[src/rtl/btb_pkg.sv]
// btb_pkg: shared sizing helpers and constants for the branch target buffer
package btb_pkg;
  localparam int PC_INC = 4;
  function automatic int idx_w(input int entries);
    return $clog2(entries);
  endfunction
  function automatic int tag_w(input int addr_w, input int entries);
    return addr_w - $clog2(entries) - 2;
  endfunction
  function automatic int ctr_weak_nt(input int w);
    return (1 << (w - 1)) - 1;
  endfunction
  function automatic int ctr_weak_t(input int w);
    return 1 << (w - 1);
  endfunction
endpackage

[src/rtl/sat_counter.sv]
// sat_counter: up/down counter saturating at 0 and all-ones, with parallel load
module sat_counter #(
  parameter int W = 2,
  parameter logic [W-1:0] RST_VAL = '0
) (
  input  logic         clk,
  input  logic         rst_n,
  input  logic         en,
  input  logic         inc,
  input  logic         dec,
  input  logic         load,
  input  logic [W-1:0] load_val,
  output logic [W-1:0] q
);
  // load wins over counting; counting stops at either end of the range
  always_ff @(posedge clk or negedge rst_n)
    if (!rst_n) q <= RST_VAL;
    else if (en) q <= load ? load_val : (inc && !(&q)) ? q + 1'b1 : (dec && |q) ? q - 1'b1 : q;
endmodule

[src/rtl/btb_predictor.sv]
// btb_predictor: direct-mapped BTB with per-entry saturating direction counters
module btb_predictor
  import btb_pkg::*;
#(
  parameter int ADDR_W = 32,
  parameter int ENTRIES = 16,
  parameter int CTR_W = 2,
  parameter int STAT_W = 16
) (
  input  logic              Clk,
  input  logic              Clrn,
  input  logic              En,
  input  logic              Inv,
  input  logic [ADDR_W-1:0] IF_Addr,
  output logic              Pred_Taken,
  output logic [ADDR_W-1:0] Pred_Target,
  input  logic              Upd_Valid,
  input  logic [ADDR_W-1:0] Upd_PC,
  input  logic              Upd_Taken,
  input  logic [ADDR_W-1:0] Upd_Target,
  input  logic              Upd_PredTaken,
  input  logic [ADDR_W-1:0] Upd_PredTarget,
  output logic              Flush,
  output logic [ADDR_W-1:0] Flush_PC,
  output logic [STAT_W-1:0] Stat_Branches,
  output logic [STAT_W-1:0] Stat_Mispred
);
  localparam int IDX_W = idx_w(ENTRIES);
  localparam int TAG_W = tag_w(ADDR_W, ENTRIES);
  localparam logic [CTR_W-1:0] CTR_WEAK_NT = CTR_W'(ctr_weak_nt(CTR_W));
  localparam logic [CTR_W-1:0] CTR_WEAK_T = CTR_W'(ctr_weak_t(CTR_W));
  localparam logic [ADDR_W-1:0] INC = ADDR_W'(PC_INC);
  logic [ENTRIES-1:0] valid;
  logic [TAG_W-1:0]   tags [ENTRIES];
  logic [ADDR_W-1:0]  targets [ENTRIES];
  logic [CTR_W-1:0]   ctr [ENTRIES];
  logic [IDX_W-1:0]   l_idx, u_idx;
  logic [TAG_W-1:0]   l_tag, u_tag;
  logic               l_hit, u_hit, upd;
  assign l_idx = IF_Addr[IDX_W+1:2];
  assign l_tag = IF_Addr[ADDR_W-1:IDX_W+2];
  assign u_idx = Upd_PC[IDX_W+1:2];
  assign u_tag = Upd_PC[ADDR_W-1:IDX_W+2];
  assign l_hit = valid[l_idx] && tags[l_idx] == l_tag;
  assign u_hit = valid[u_idx] && tags[u_idx] == u_tag;
  assign upd = En && Upd_Valid && !Inv;
  assign Pred_Taken = l_hit && ctr[l_idx][CTR_W-1];
  assign Pred_Target = Pred_Taken ? targets[l_idx] : IF_Addr + INC;
  assign Flush = Upd_Valid && (Upd_Taken != Upd_PredTaken || (Upd_Taken && Upd_Target != Upd_PredTarget));
  assign Flush_PC = Upd_Taken ? Upd_Target : Upd_PC + INC;
  // a taken update either refreshes a hit entry or allocates over the indexed one;
  // invalidate clears only valid bits and beats a same-cycle update
  always_ff @(posedge Clk or negedge Clrn)
    if (!Clrn) begin
      valid <= '0;
      for (int i = 0; i < ENTRIES; i++) begin
        tags[i] <= '0;
        targets[i] <= '0;
      end
    end else if (En && Inv) valid <= '0;
    else if (upd && Upd_Taken) begin
      valid[u_idx] <= 1'b1;
      tags[u_idx] <= u_tag;
      targets[u_idx] <= Upd_Target;
    end
  for (genvar i = 0; i < ENTRIES; i++) begin : g_ctr
    sat_counter #(.W(CTR_W), .RST_VAL(CTR_WEAK_NT)) u_ctr (
      .clk(Clk), .rst_n(Clrn), .en(upd && u_idx == IDX_W'(i)),
      .inc(u_hit && Upd_Taken), .dec(u_hit && !Upd_Taken),
      .load(!u_hit && Upd_Taken), .load_val(CTR_WEAK_T), .q(ctr[i])
    );
  end
  sat_counter #(.W(STAT_W)) u_stat_br (
    .clk(Clk), .rst_n(Clrn), .en(En), .inc(Upd_Valid), .dec(1'b0),
    .load(1'b0), .load_val('0), .q(Stat_Branches)
  );
  sat_counter #(.W(STAT_W)) u_stat_mp (
    .clk(Clk), .rst_n(Clrn), .en(En), .inc(Flush), .dec(1'b0),
    .load(1'b0), .load_val('0), .q(Stat_Mispred)
  );
endmodule

[config.mk]
export PLATFORM = sky130hd
export DESIGN_NAME = btb_predictor
export DESIGN_NICKNAME = d
export VERILOG_FILES = /design/src/rtl/btb_pkg.sv /design/src/rtl/sat_counter.sv /design/src/rtl/btb_predictor.sv
export SDC_FILE = /design/constraint.sdc
export NUM_CORES = 2
export LEC_CHECK = 0
export CAP_MARGIN = 20
export CORE_MARGIN = 5
export CORE_UTILIZATION = 48
export DETAILED_ROUTE_END_ITERATION = 8
export PLACE_DENSITY = 0.66
export SLEW_MARGIN = 20
export SYNTH_ARGS = -nofsm -noshare
export SYNTH_HDL_FRONTEND = slang
export SYNTH_SLANG_ARGS = --single-unit
[constraint.sdc]
create_clock -name Clk -period 8.79 [get_ports Clk]
set_input_delay 1.758 -clock Clk [delete_from_list [all_inputs] [get_ports Clk]]
set_output_delay 1.758 -clock Clk [all_outputs]
set_load 0.02 [all_outputs]
==> tab_implementation.tex <==
\begin{tabular}{lr}
\hline
Metric & Value \\
\hline
\multicolumn{2}{l}{\textbf{Place}} \\
Standard cell area after detailed placement & 0.0559 mm2 \\
Weighted congestion reported at the end of routability-driven placement & 0.923 \\
Placed Cells & 5076 \\
Port bufs & 232 \\
Post-detail-place hpwl & 102000 um \\
\multicolumn{2}{l}{\textbf{Clock tree}} \\
Hold buffer count at CTS & 0 \\
CTS Sinks & 1008 \\
Clock tree from TritonCTS & yes \\
CTS max path bufs & 3 \\
Num CTS Buffers & 107 \\
Post\_cts resized & 0 \\
\# H-tree levels & 3 \\
CTS root buffer & clkbuf\_16 \\
Clock latency on the worst-skew pair & 0.72 ns \\
Worst-path clk slew & 0.06 ns \\
\# Post-CTS Setup Buffers & 0 \\
\multicolumn{2}{l}{\textbf{Run status}} \\
Outcome & finished clean \\
\multicolumn{2}{l}{\textbf{Worst setup path}} \\
CP Max Fanout & 68 \\
Timing startpoint of the critical path & IF\_Addr[2] \\
Setup slack of the worst register-to-register path & 4.70 ns \\
Worst reg2reg path startpoint & tags[22] \\
Crit path capture & Pred\_Target[25] \\
Sort of element at the end of the critical path & output pin \\
Data arrival time at the worst-slack endpoint & 6.11 ns \\
R2r worst-path depth & 9 \\
Capture instance of the worst register-to-register path & g\_ctr[15].u\_ctr.q[1] \\
Worst EP required & 7.03 ns \\
Category of the critical setup timing path & input pin to output pin \\
Kind of start point of the critical path & input pin \\
\multicolumn{2}{l}{\textbf{Logic synthesis}} \\
Average size of a mapped cell & 14.1 um2 \\
Seq cells post-synth & 1008 \\
Area share of the largest cell type after synthesis & 47.5\% \\
Prevailing post-synth register cell & dfrtp\_1 \\
Summed instance area of the synthesized netlist & 0.0522 mm2 \\
Synth Net Count & 3837 \\
Area contributors post-synth & dfrtp\_1 48\%, mux2\_2 19\%, mux4\_2 17\%, clkbuf\_1 1.9\%, xnor2\_1 1.8\% \\
Number of library cell types mapped by synthesis & 66 \\
Cell accounting for the most synthesized area & dfrtp\_1 \\
Instance count of the mapped netlist & 3695 \\
Sequential-to-total area share from yosys stat & 48.4\% \\
Number of synthesis warnings & 0 \\
Share of flip-flops with an asynchronous set or reset & 100\% \\
Number of enable flip-flop cells after synthesis & 0 \\
\multicolumn{2}{l}{\textbf{Floorplanning}} \\
Initial standard-cell utilization of the core & 48.2\% \\
Standard-cell row count & 121 \\
Number of top-level design ports & 233 \\
DIE HEIGHT & 340 um \\
DIE WIDTH & 340 um \\
Area inside the core boundary & 0.108 mm2 \\
Die area & 0.115 mm2 \\
\multicolumn{2}{l}{\textbf{Flow run}} \\
Number of max-capacitance violations reported & 0 \\
\multicolumn{2}{l}{\textbf{GRT}} \\
Wire length of the first global-routing pass & 241000 um \\
Pin count of the biggest net entering global routing & 186 \\
Antenna violations before repair & 11 \\
GRT Max-Usage Layer & met2 \\
Total overflow reported by the global router & 0 \\
Met1 track demand over resource in global routing & 39.6\% \\
GR Layer Usage met2 & 42.2\% \\
Met3 capacity usage during global routing & 7.35\% \\
Total routing resource utilization after global routing & 28.0\% \\
Vias in the first global route & 34597 \\
\multicolumn{2}{l}{\textbf{Power}} \\
Switching pwr & 3.05 mW \\
Maximum VDD drop & 167 uV \\
Sequential share of power & 45.4\% \\
Clock share of power & 40.5\% \\
Combinational fraction of design power & 14.1\% \\
Overall power consumption & 11.6 mW \\
Ratio of total power to cell area & 195 mW/mm2 \\
Internal power of the cells & 8.57 mW \\
Switching share of power & 26.2\% \\
Static leakage power & 26.4 nW \\
\multicolumn{2}{l}{\textbf{Drt}} \\
Antenna viol nets, final & 0 \\
Routed Wire Length & 163000 um \\
Iteration-0 DRC count of the detailed router & 3313 \\
Vias after detailed routing & 33919 \\
Post-DR vias/cell & 6.44 \\
Number of remaining DRC errors & 0 \\
Initial DRT Pass Iterations & 7 \\
Final routed wire length divided by cell count & 30.9 um \\
\multicolumn{2}{l}{\textbf{Timing}} \\
Total negative setup slack & 0 ns \\
Hold Violations, Final & 0 \\
Achievable clock frequency & 0.127 GHz \\
Worst-margin pin slew & 1.18 ns \\
Worst clock skew on the final layout & 0.0631 ns \\
Final-report setup violation count & 0 \\
Max-slew headroom at the worst pin & 20.8\% \\
Max-slew violation count & 0 \\
RSZ-0062 raised after global routing & no \\
Tmin final & 7.87 ns \\
Ratio of final minimum period to clock period & 89.5\% \\
\multicolumn{2}{l}{\textbf{Cells and area}} \\
Commonest non-fill, non-tap cells in the layout & 992 x dfrtp\_1, 882 x mux2\_2, 383 x mux4\_2 \\
Final design area excluding fillers & 0.0595 mm2 \\
Seq. cell area & 0.0252 mm2 \\
Post-layout nets & 3913 \\
Layout cell share with drive strength beyond 1 & 41.2\% \\
Number of filler instances in the final layout & 8847 \\
Post-route insts no fill & 5269 \\
Area growth syn-to-layout & 14.0\% \\
Most common cell after layout, fill and taps aside & dfrtp\_1 \\
Multi-input logic area & 0.0255 mm2 \\
\multicolumn{2}{l}{\textbf{Worst hold path}} \\
Hold path depth & 1 \\
Hold Crit Class & flop to flop \\
\hline
\end{tabular}
[per-layer routing]
metal | share of wire [%] | up-vias
met5 | 0.023 | -
met4 | 3.7 | 6
met3 | 9.2 | 301
met2 | 45 | 1457
met1 | 42 | 18197
li1 | - | 13958
[power by group through the flow]
stage / Clock (mW) / Sequential [mW] / Combinational (mW)
after global routing: 4.97 / 5.31 / 1.75
after global placement: 0 / 5.33 / 1.62
after CTS: 4.78 / 5.26 / 1.65
final: 4.70 / 5.27 / 1.64
after floorplan: 0 / 5.29 / 1.01
after detailed placement: 0 / 5.34 / 1.64
[sequential cells by signal (all words and copies together), names as in the netlist]
name,flops
targets,512
tags,416
g_ctr.u_ctr.q,32
u_stat_br.q,16
u_stat_mp.q,16
valid,16
[worst min path at each step]
stage | from | to | slack (ns)
2_1_floorplan | tags[351] | tags[351] | 0.46
3_3_place_gp | u_stat_mp.q[12] | u_stat_mp.q[12] | 0.48
3_5_place_dp | u_stat_mp.q[12] | u_stat_mp.q[12] | 0.48
4_1_cts | u_stat_mp.q[12] | u_stat_mp.q[12] | 0.49
5_1_grt | u_stat_mp.q[12] | u_stat_mp.q[12] | 0.50
6_report | u_stat_mp.q[12] | u_stat_mp.q[12] | 0.49
[cell usage after synthesis (19+ instances only)]
| cell type | n |
|---|---|
| a22oi_1 | 25 |
| and3_1 | 22 |
| buf_1 | 28 |
| buf_2 | 50 |
| buf_4 | 22 |
| clkbuf_1 | 261 |
| dfrtp_1 | 992 |
| inv_1 | 24 |
| mux2_1 | 29 |
| mux2_2 | 882 |
| mux2i_1 | 65 |
| mux4_2 | 383 |
| nand2_1 | 171 |
| nand2b_1 | 21 |
| nand3_1 | 57 |
| nand4_1 | 21 |
| nor2_1 | 72 |
| nor3_1 | 32 |
| nor4_1 | 21 |
| o21ai_0 | 103 |
| o311ai_0 | 19 |
| o32ai_1 | 30 |
| or3_1 | 21 |
| xnor2_1 | 108 |
| xor2_1 | 61 |
[cell type report]
cell class / count / area share [%]
Multi-Input combinational cell: 2292 / 42.8
Sequential cell: 1008 / 42.4
Timing Repair Buffer: 330 / 5.48
Clock buffer: 154 / 5.30
Tap cell: 1414 / 2.97
Clock inverter: 37 / 0.866
Inverter: 32 / 0.206
Antenna cell: 2 / 0.00841
[cell families (layout without fill, tap and decap cells)]
| logic type | Yosys count | in the layout | share of synthesized area (%) |
|---|---|---|---|
| fa+ha+maj | 7 | 7 | 0.168 |
| xor+xnor | 169 | 169 | 2.84 |
| buf+inv | 395 | 553 | 3.15 |
| other cells | 0 | 2 | 0 |
| flops | 1008 | 1008 | 48.4 |
| mux | 1359 | 1359 | 37.4 |
| simple gates | 468 | 468 | 4.31 |
| compound gates | 289 | 289 | 3.76 |
[metrics by stage]
step,hold WS [ns],setup slack [ns],util [%]
after global placement,0.480,0.966,51.5
after detailed placement,0.479,0.915,51.5
after global routing,0.502,0.697,54.9
final,0.488,0.919,54.9
after CTS,0.488,0.906,54.9
after floorplan,0.461,2.26,-
[worst max-delay path, stage by stage]
cell and delay [ns]:
buf_8 0.58, buf_4 0.47, mux4_2 0.54, mux4_2 0.49, xnor2_1 0.16, nand2_1 0.15
nor4_1 0.36, nand4_1 0.19, buf_4 0.34, mux2_1 0.40, clkdlybuf4s50_1 0.55
Note: power is estimated with default switching activity, not from simulation.
